===== src/rtl/alu.sv =====
// Registered N-bit ALU: arithmetic, logic and shift operations with N/Z/C/V flags.
// The result and flags are computed combinationally and registered once per clock edge.
module alu #(
    parameter int unsigned N = 4
) (
    input  logic         clk,
    input  logic         rst_n,
    input  logic [N-1:0] a,
    input  logic [N-1:0] b,
    input  logic         ci,
    input  logic [3:0]   selec_alu,
    output logic [N-1:0] result,
    output logic         flagN,
    output logic         flagZ,
    output logic         flagC,
    output logic         flagV
);

    localparam int unsigned WS = N + 1;
    localparam int unsigned WP = 2 * N;

    typedef enum logic [3:0] {
        OP_ADD = 4'b0000,
        OP_SUB = 4'b0001,
        OP_MUL = 4'b0010,
        OP_DIV = 4'b0011,
        OP_MOD = 4'b0100,
        OP_AND = 4'b0101,
        OP_OR  = 4'b0110,
        OP_XOR = 4'b0111,
        OP_SHL = 4'b1000,
        OP_SHR = 4'b1001
    } op_e;

    logic [WS-1:0] sum;
    logic [WS-1:0] dif;
    logic [WP-1:0] prod;
    logic [N-1:0]  nxt_result;
    logic          nxt_n;
    logic          nxt_z;
    logic          nxt_c;
    logic          nxt_v;

    // Next-state result and flags; the extra MSB of sum/dif carries the carry/borrow out.
    always_comb begin
        sum        = {1'b0, a} + {1'b0, b} + WS'(ci);
        dif        = {1'b0, a} - {1'b0, b} - WS'(ci);
        prod       = WP'(a) * WP'(b);
        nxt_result = '0;
        nxt_c      = 1'b0;
        nxt_v      = 1'b0;

        case (selec_alu)
            OP_ADD: begin
                nxt_result = sum[N-1:0];
                nxt_c      = sum[N];
                nxt_v      = (a[N-1] == b[N-1]) && (sum[N-1] != a[N-1]);
            end
            OP_SUB: begin
                nxt_result = dif[N-1:0];
                nxt_c      = dif[N];
                nxt_v      = (a[N-1] != b[N-1]) && (dif[N-1] != a[N-1]);
            end
            OP_MUL: begin
                nxt_result = prod[N-1:0];
                nxt_v      = |prod[WP-1:N];
            end
            OP_DIV: begin
                nxt_result = (b == '0) ? '1 : a / b;
                nxt_v      = (b == '0);
            end
            OP_MOD: begin
                nxt_result = (b == '0) ? a : a % b;
                nxt_v      = (b == '0);
            end
            OP_AND: nxt_result = a & b;
            OP_OR:  nxt_result = a | b;
            OP_XOR: nxt_result = a ^ b;
            OP_SHL: begin
                nxt_result = {a[N-2:0], 1'b0};
                nxt_c      = a[N-1];
            end
            OP_SHR: begin
                nxt_result = {1'b0, a[N-1:1]};
                nxt_c      = a[0];
            end
            default: begin
                nxt_result = '0;
            end
        endcase

        nxt_n = nxt_result[N-1];
        nxt_z = (nxt_result == '0);
    end

    // Output registers with synchronous active-low reset taking priority.
    always_ff @(posedge clk) begin
        if (!rst_n) begin
            result <= '0;
            flagN  <= 1'b0;
            flagZ  <= 1'b0;
            flagC  <= 1'b0;
            flagV  <= 1'b0;
        end else begin
            result <= nxt_result;
            flagN  <= nxt_n;
            flagZ  <= nxt_z;
            flagC  <= nxt_c;
            flagV  <= nxt_v;
        end
    end

endmodule


===== config.mk =====
export PLATFORM = sky130hd
export DESIGN_NAME = alu
export DESIGN_NICKNAME = d
export VERILOG_FILES = /design/src/rtl/alu.sv
export SDC_FILE = /design/constraint.sdc
export NUM_CORES = 1
export LEC_CHECK = 0
export BUFFER_PORTS_ARGS = -buffer_cell sky130_fd_sc_hd__buf_4
export CORE_MARGIN = 2
export CORE_UTILIZATION = 55
export CTS_CLUSTER_DIAMETER = 50
export CTS_CLUSTER_SIZE = 16
export DETAILED_ROUTE_END_ITERATION = 6
export MAX_ROUTING_LAYER = met4
export PLACE_DENSITY = 0.78
export SYNTH_ARGS = -nofsm -noshare
export SYNTH_HDL_FRONTEND = slang
export SYNTH_SLANG_ARGS = --single-unit

===== constraint.sdc =====
create_clock -name clk -period 5.3 [get_ports clk]
set_clock_uncertainty 0.15 [all_clocks]
set_input_delay 1.06 -clock clk [delete_from_list [all_inputs] [get_ports clk]]
set_output_delay 1.06 -clock clk [all_outputs]
set_load 0.05 [all_outputs]

# --- Word-level counts from Yosys, hierarchy flattened ---
# Index checks and enable logic that the tools add are counted.
word_totals:
  reg_bits: 8
  in_bits: 15
  output_inout_bits: 8
  word_cells: 40
classes:
  addsub: 4
  multipliers: 1
  n_div: 2
  eq_ne: 13
  mux: 5
  bitwise_logic: 3
  n_reduce_logical: 7
ops:
  columns: ["operator", "n"]
  rows:
  - ["$pmux W4 S10", 1]
  - ["$eq A4 B3 Y1 const B", 4]
  - ["$logic_not A4 Y1", 3]
  - ["$eq A4 B2 Y1 const B", 2]
  - ["$eq A4 B4 Y1 const B", 2]
  - ["$mul A4 B4 Y8", 1]
  - ["$mux W4", 2]
  - ["$pmux W1 S4", 2]
  - ["$add A4 B4 Y5", 1]
  - ["$add A5 B1 Y5", 1]
  - ["$sub A4 B4 Y5", 1]
  - ["$sub A5 B1 Y5", 1]
  - ["$and A4 B4 Y4", 1]
  - ["$div A4 B4 Y4", 1]
  - ["$eq A4 B1 Y1 const B", 1]
  - ["$mod A4 B4 Y4", 1]
  - ["$or A4 B4 Y4", 1]
  - ["$reduce_or A4 Y1", 1]
  - ["$xor A4 B4 Y4", 1]
  - ["$ne A1 B1 Y1", 3]
  - ["$logic_and A1 B1 Y1", 2]
  - ["$reduce_or A2 Y1", 1]
  - ["$eq A1 B1 Y1", 1]

# --- Depth between registers and ports, before layout ---
# Gate-level depths: netlist of run 1.
logic_depth:
  word_depth: 5
  mapped_depth: 21

# --- Least setup slack after synthesis of run 1 ---
# Ideal clock, no wire load.
synth_path:
  path_type: "in2reg"
  from: "in b[0]"
  to: "reg result[0]"
  setup_ps: 120
  arrival_time_ps: 5152
  required_time_ps: 5030
  setup_slack_ps: -122
  path_stages: 19
  n_path_buf: 0
  cell_sequence: "inv_1 > ha_1 > or4b_4 > a22oi_4 > ha_1 > or3_1 > nand4_1 > nand2_1 > ha_1 > nor2_1 > a211oi_2 > mux2i_1 > inv_1 > fa_1 > a21o_1 > a21oi_1 > mux2i_1 > nor2_1 > o31a_1"
synth_via:
  elab_chain_len: 3
  elab_cells_between_ends: 14
  classes_between: "4 x add/sub; 1 x mul; 2 x div; 3 x mux; 3 x bitwise; 1 x reduce/logical"
synth_rtl:
  columns: ["item", "line_no", "rtl"]
  rows:
  - ["from (decl)", "9", "input logic [N-1:0] b,"]
  - ["$mod A4 B4 Y4 (tied with other cells)", "73", "nxt_result = (b == '0) ? a : a % b;"]
  - ["$mux W4 (tied with other cells)", "73", null]
  - ["$pmux W4 S10 *", "53", "case (selec_alu)"]
  - ["to (signal assigned)", "105", "result <= nxt_result;"]
  - ["to (decl)", "12", "output logic [N-1:0] result,"]
# Every way passes the cells marked *; elsewhere a longest branch is shown, timed or not.
# A chain may end at the register's enable or synchronous reset.

# --- Worst setup path after layout of run 1 ---
layout_path:
  from: "in b[0]"
  to: "reg flagZ"
layout_via:
  elab_chain_len: 4
  elab_cells_between_ends: 15
  classes_between: "4 x add/sub; 1 x mul; 2 x div; 3 x mux; 3 x bitwise; 2 x reduce/logical"
layout_rtl:
  columns: ["item", "line_no", "rtl"]
  rows:
  - ["$mod A4 B4 Y4 (tied with other cells)", "73", null]
  - ["$mux W4 (tied with other cells)", "73", null]
  - ["$pmux W4 S10 *", "53", null]
  - ["$logic_not A4 Y1 *", "93", "nxt_z = (nxt_result == '0);"]
  - ["to (signal assigned)", "107", "flagZ <= nxt_z;"]
  - ["to (decl)", "14", "output logic flagZ,"]
# Marked as above.

==> results.tsv, run 1 <==
metric	value	unit
dr.pass1.iters	4	
end_kind	flip-flop	
via_per_inst	6.211	
timing.fmax	0.1863	GHz
drv_slew	0	
period_minus_slack	5367	ps
p_total	485.0	uW
gp_congestion	0.9440	
instances_no_fill	360	
utilization	74.81	%
yosys_warnings	0	
crit_path_start_kind	primary input	
root_buffer	clkbuf_8	
placedCellCount	349	
vdd_ir_drop_max	0.00007209	V
seq_area_frac_synth	6.470	%
grt.overflow.total	0	
hp-class	in -> reg	
synth_fp_nets	323	
final_cell_area	2780	sq um
drv_cap	0	
synthFlopType	dfxtp_1	
wl	6361	microns
fill_cells	276	
violations	negative setup slack	
yosys.area.top_type	ha_1	
drive_gt1_share	30.13	%
synthDominantCellAreaShare	23.11	%
grt_pass1_vias	2109	
drtIter0Drc	263	
fp.dieH	66.75	microns
route.detailed.drc	0	
hold_buffers	0	
status	finished, violations left	
synthTopCellsByArea	ha_1, fa_1, dfxtp_1	
ys_ff_latch	7	
worstSetupPathType	in -> reg	
timing.final.ws_setup	-67.18	ps
routed-via-count	2236	
row_count	22	
cts.clk_slew.worst_paths	40	ps
area_delta_synth_final	28.37	%
holdWs	959.0	ps
cp_max_fo	4	
fin_nets	377	
avgSynthCellArea	8.362	sq um
cts-buffers-inserted	3	
syn_inst	259	
yosysUniqueCellTypes	68	
required	5290	ps
wire_per_inst	17.67	microns
finalSetupTns	-67.18	ps
dp_slack	-296.8	ps
start_util	58.28	%
place_area	2551	sq um
core_area	3716	sq um
synthArstFlopShare	0	%
cts_max_level	1	
syn-cell-area	2166	sq um
io_buffer_count	22	
critPathArrivalTime	5360	ps
worst_slew_pin_slew	666.1	ps
track_usage	30.01	%
cts_tree	done	
die_w	66.75	microns
synth_edf_count	0	
grt_pass1_wl	9963	microns
yosysMostFrequentCell	ha_1	
post-route-period-util	101.3	%
cts_max_path_buffers	2	
p_per_area	174.5	nW/um^2
dieArea	4456	sq um
leakage	1.290	nW
rsz0062_at_grt	yes	
diodes	0	
place_hpwl	4650	microns
maxSlewHeadroom	55.22	%
synthTopCellsByCount	ha_1, inv_1, nor2_1	
finalHoldViolCount	0	
cts.sinks	7	
finalSetupViolCount	1	
io_pins	23	
antenna_left	0	
grt_antenna_before_repair	0	
grt_max_degree	24	
[repair_timing]
action | 4_1_cts | 5_1_grt
pin swaps | 8 | 27
resized for setup | 6 | 22
buffers inserted | 2 | 5
setup endpoints to repair | 3 | 5
[cells by family (layout without fill, tap and decap cells)]
| family | count (synthesis) | after routing | share of synthesized area [%] |
|---|---|---|---|
| AO/OA/AOI/OAI | 71 | 71 | 23.86 |
| XOR/XNOR | 9 | 9 | 4.275 |
| adder cells (fa/ha/maj) | 49 | 49 | 31.43 |
| buffers and inverters | 33 | 86 | 7.163 |
| flip-flops | 7 | 7 | 6.470 |
| multiplexers | 7 | 7 | 3.928 |
| AND/OR/NAND/NOR | 83 | 83 | 22.88 |
[cell usage in the layout, fill, tap and decap left out, types with 4 or more instances in the layout]
| cell | count |
|---|---|
| o311ai_1 | 4 |
| dfxtp_1 | 7 |
| nor3_1 | 6 |
| o21ai_1 | 4 |
| xnor2_1 | 5 |
| nand2_1 | 11 |
| a21oi_1 | 8 |
| ha_1 | 36 |
| a31oi_1 | 4 |
| nor2_1 | 15 |
| inv_1 | 22 |
| o21ai_0 | 10 |
| fa_1 | 8 |
| nand3b_1 | 4 |
| ha_4 | 4 |
| buf_4 | 58 |
| nor2b_1 | 7 |
| nand2b_1 | 6 |
| nor3b_1 | 4 |
[layout make-up]
type | instances | area [sq um] | share of cell area, %
Timing Repair Buffer | 59 | 450.4 | 16.20
Sequential cell | 7 | 140.1 | 5.040
Tap cell | 48 | 60.06 | 2.160
Clock buffer | 4 | 45.04 | 1.620
Inverter | 23 | 90.09 | 3.240
Multi-Input combinational cell | 219 | 1994 | 71.74
[state kept, by name (all words and copies together) (netlist names)]
name,count
result,4
flagC,1
flagV,1
flagZ,1
[worst max-delay path: stages]
cell	delay, ps
buf_8	100
clkinvlp_4	80
ha_4	140
or4b_4	470
a22oi_4	170
ha_4	240
or3_4	390
nand4_1	120
nand2_2	80
ha_4	270
nor2_2	50
buf_4	120
a2111o_1	380
o31ai_1	110
ha_1	340
a21oi_1	220
o21ai_1	140
xnor2_1	250
a22oi_2	90
a31o_1	280
nor4_2	250
[path summary, 6_finish.rpt]
path	from	end	slack, ps	depth (start not counted)
setup / recovery	b[0]	flagZ	-70	21
hold / removal	rst_n	result[3]	960	2
[layer usage]
metal  wire length (microns)  up-vias  share of wire [%]  GRT usage (%)
met1                    2684     1042                 42          37.19
met3                     422       27                6.6          3.885
met4                     243        0                3.8          10.71
met2                    3010       93                 47          50.13
li1                        -     1074                  -              -
met5                       0        -                  0              -
[power breakdown]
group	total (mW)	leakage [nW]	internal, mW	switching, mW
registers	0.0586	0.0574	0.0573	0.00134
clock network	0.0760	0.0228	0.0521	0.0239
logic	0.350	1.21	0.167	0.183
total	0.485	1.29	0.276	0.209
(Power assumes the default switching activity.)
==> run 2, diff against run 1 <==
--- a/config.mk
+++ b/config.mk
@@ -13,6 +13,7 @@
 export DETAILED_ROUTE_END_ITERATION = 6
 export MAX_ROUTING_LAYER = met4
 export PLACE_DENSITY = 0.78
+export SLEW_MARGIN = 20
 export SYNTH_ARGS = -nofsm -noshare
 export SYNTH_HDL_FRONTEND = slang
 export SYNTH_SLANG_ARGS = --single-unit
==> constraint.sdc (replaced) <==
create_clock -name clk -period 5.3 [get_ports clk]
set_clock_uncertainty 0.15 [all_clocks]
set_input_delay 0 -clock clk [delete_from_list [all_inputs] [get_ports clk]]
set_output_delay 0 -clock clk [all_outputs]
set_load 0.05 [all_outputs]
==> run 2 against run 1 <==
- via count is 10% lower
- critical path depth is 1 lower
- combinational power is 24% lower
- final area shrank 14%
- sequential share of layout area grew 0.85 points
- clock power down 6.3%
- largest power group unchanged
- critical path type unchanged
- the run now ends clean
- first-iteration DRC count decreased by 5.3%
- utilization fell by 11 points
- total power is 19% lower
==> results.tsv, run 2 (same netlist as run 1, synthesis figures left out) <==
metric	value	unit
gp_congestion	0.9320	
cts.sinks	7	
drv_slew	0	
place_hpwl	4269	microns
drive_gt1_share	13.41	%
drtIter0Drc	249	
core_area	3716	sq um
maxSlewHeadroom	58.14	%
period_minus_slack	4750	ps
crit_buf_inv	3	
cts_max_path_buffers	2	
p_total	394.9	uW
cts-buffers-inserted	3	
grt.overflow.total	0	
status	complete, no violations	
io_pins	23	
root_buffer	clkbuf_8	
rsz0062_at_grt	no	
finalSetupViolCount	0	
io_buffer_count	22	
final_cell_mix	ha_1, inv_1, buf_4, nor2_1, o21ai_0	
dp_slack	383.2	ps
fill_cells	334	
cts_max_level	1	
wl	5422	microns
instances_no_fill	324	
critical_path.top_delay_family	adder cells	
route.detailed.drc	0	
finalHoldViolCount	0	
largest_reg_flops	4	
min_path_cells	4	
drv_cap	0	
required	5250	ps
finalSetupTns	0	ps
area_delta_synth_final	9.763	%
timing.fmax	0.2105	GHz
crit_path_start_kind	primary input	
fp.dieH	66.75	microns
final_common_cell	ha_1	
cp_max_fo	10	
cpPeakStageDelay	480	ps
fin_nets	341	
vdd_ir_drop_max	0.00006736	V
post-route-period-util	89.63	%
cts_tree	done	
hp-class	in -> reg	
cts.clk_slew.worst_paths	40	ps
crit_slowest_cell	or4b_4	
path_cells	buf_4 > inv_1 > ha_1 > or4b_4 > a22oi_4 > ha_1 > or3_1 > nand4_1 > nand2_1 > ha_1 > nor2_1 > a211oi_2 > mux2i_1 > inv_1 > fa_1 > a21o_1 > a21oi_1 > mux2i_1 > nor2_1 > o31a_1	
top_register	result	
dr.pass1.iters	4	
worstSetupPathType	in -> reg	
die_w	66.75	microns
start_util	58.28	%
antenna_left	0	
placedCellCount	319	
timing.final.ws_setup	549.8	ps
crit_top_cell	ha_1	
crit_cells	20	
via_per_inst	6.210	
grt_pass1_wl	9142	microns
end_kind	flip-flop	
track_usage	27.28	%
diodes	0	
routed-via-count	2012	
grt_pass1_vias	1893	
grt_max_degree	24	
row_count	22	
grt_antenna_before_repair	0	
dieArea	4456	sq um
p_per_area	166.1	nW/um^2
critPathArrivalTime	4700	ps
worst_slew_pin_slew	622.7	ps
leakage	1.102	nW
wire_per_inst	16.73	microns
cts_resized	0	
-- run 2: cell types whose count changed in the layout (fill, tap and decap cells not counted), sizes merged --
| cell | change |
|---|---|
| clkinvlp | -1 |
| dlygate4sd3 | +1 |
| buf | -37 |
| inv | +1 |
-- run 2: final cells by class --
type	instances	area (sq um)	share of cell area, %
inverters	23	86.33	3.632
flip-flops and latches	7	140.1	5.895
clock buffers	4	45.04	1.895
repair buffers	23	175.2	7.368
well taps	48	60.06	2.526
multi-input cells	219	1871	78.68
-- run 2: what timing repair did --
action                                 CTS  global route
endpoints found under the hold margin    6             0
hold buffers                             1             0
setup buffers                            0             0
-- run 2: layer usage --
layer | wire [microns] | vias up | track usage [%]
met5 | 0 | - | -
met4 | 142 | 0 | 6.633
met3 | 378 | 12 | 2.365
met2 | 2423 | 84 | 43.75
met1 | 2477 | 918 | 37.25
li1 | - | 998 | -
-- run 2: through the flow --
stage | hold WS (ps) | cell area [sq um] | util, %
after detailed placement | 115.7 | 2322 | 62.49
after floorplan | -28.29 | 2166 | -
final | 24.45 | 2377 | 63.97
after global placement | 119.2 | 2322 | 62.49
after CTS | 21.88 | 2377 | 63.97
after global routing | 78.88 | 2377 | 63.97
-- run 2: path summary, 6_finish.rpt --
path          from   endpoint  slack (ps)
max           b[0]  result[0]         550
min   selec_alu[2]      flagV          20
-- run 2: power by group --
part / switching (mW) / internal, mW / total (mW)
registers: 0.00137 / 0.0573 / 0.0587
logic: 0.153 / 0.112 / 0.265
clock network: 0.0195 / 0.0517 / 0.0712
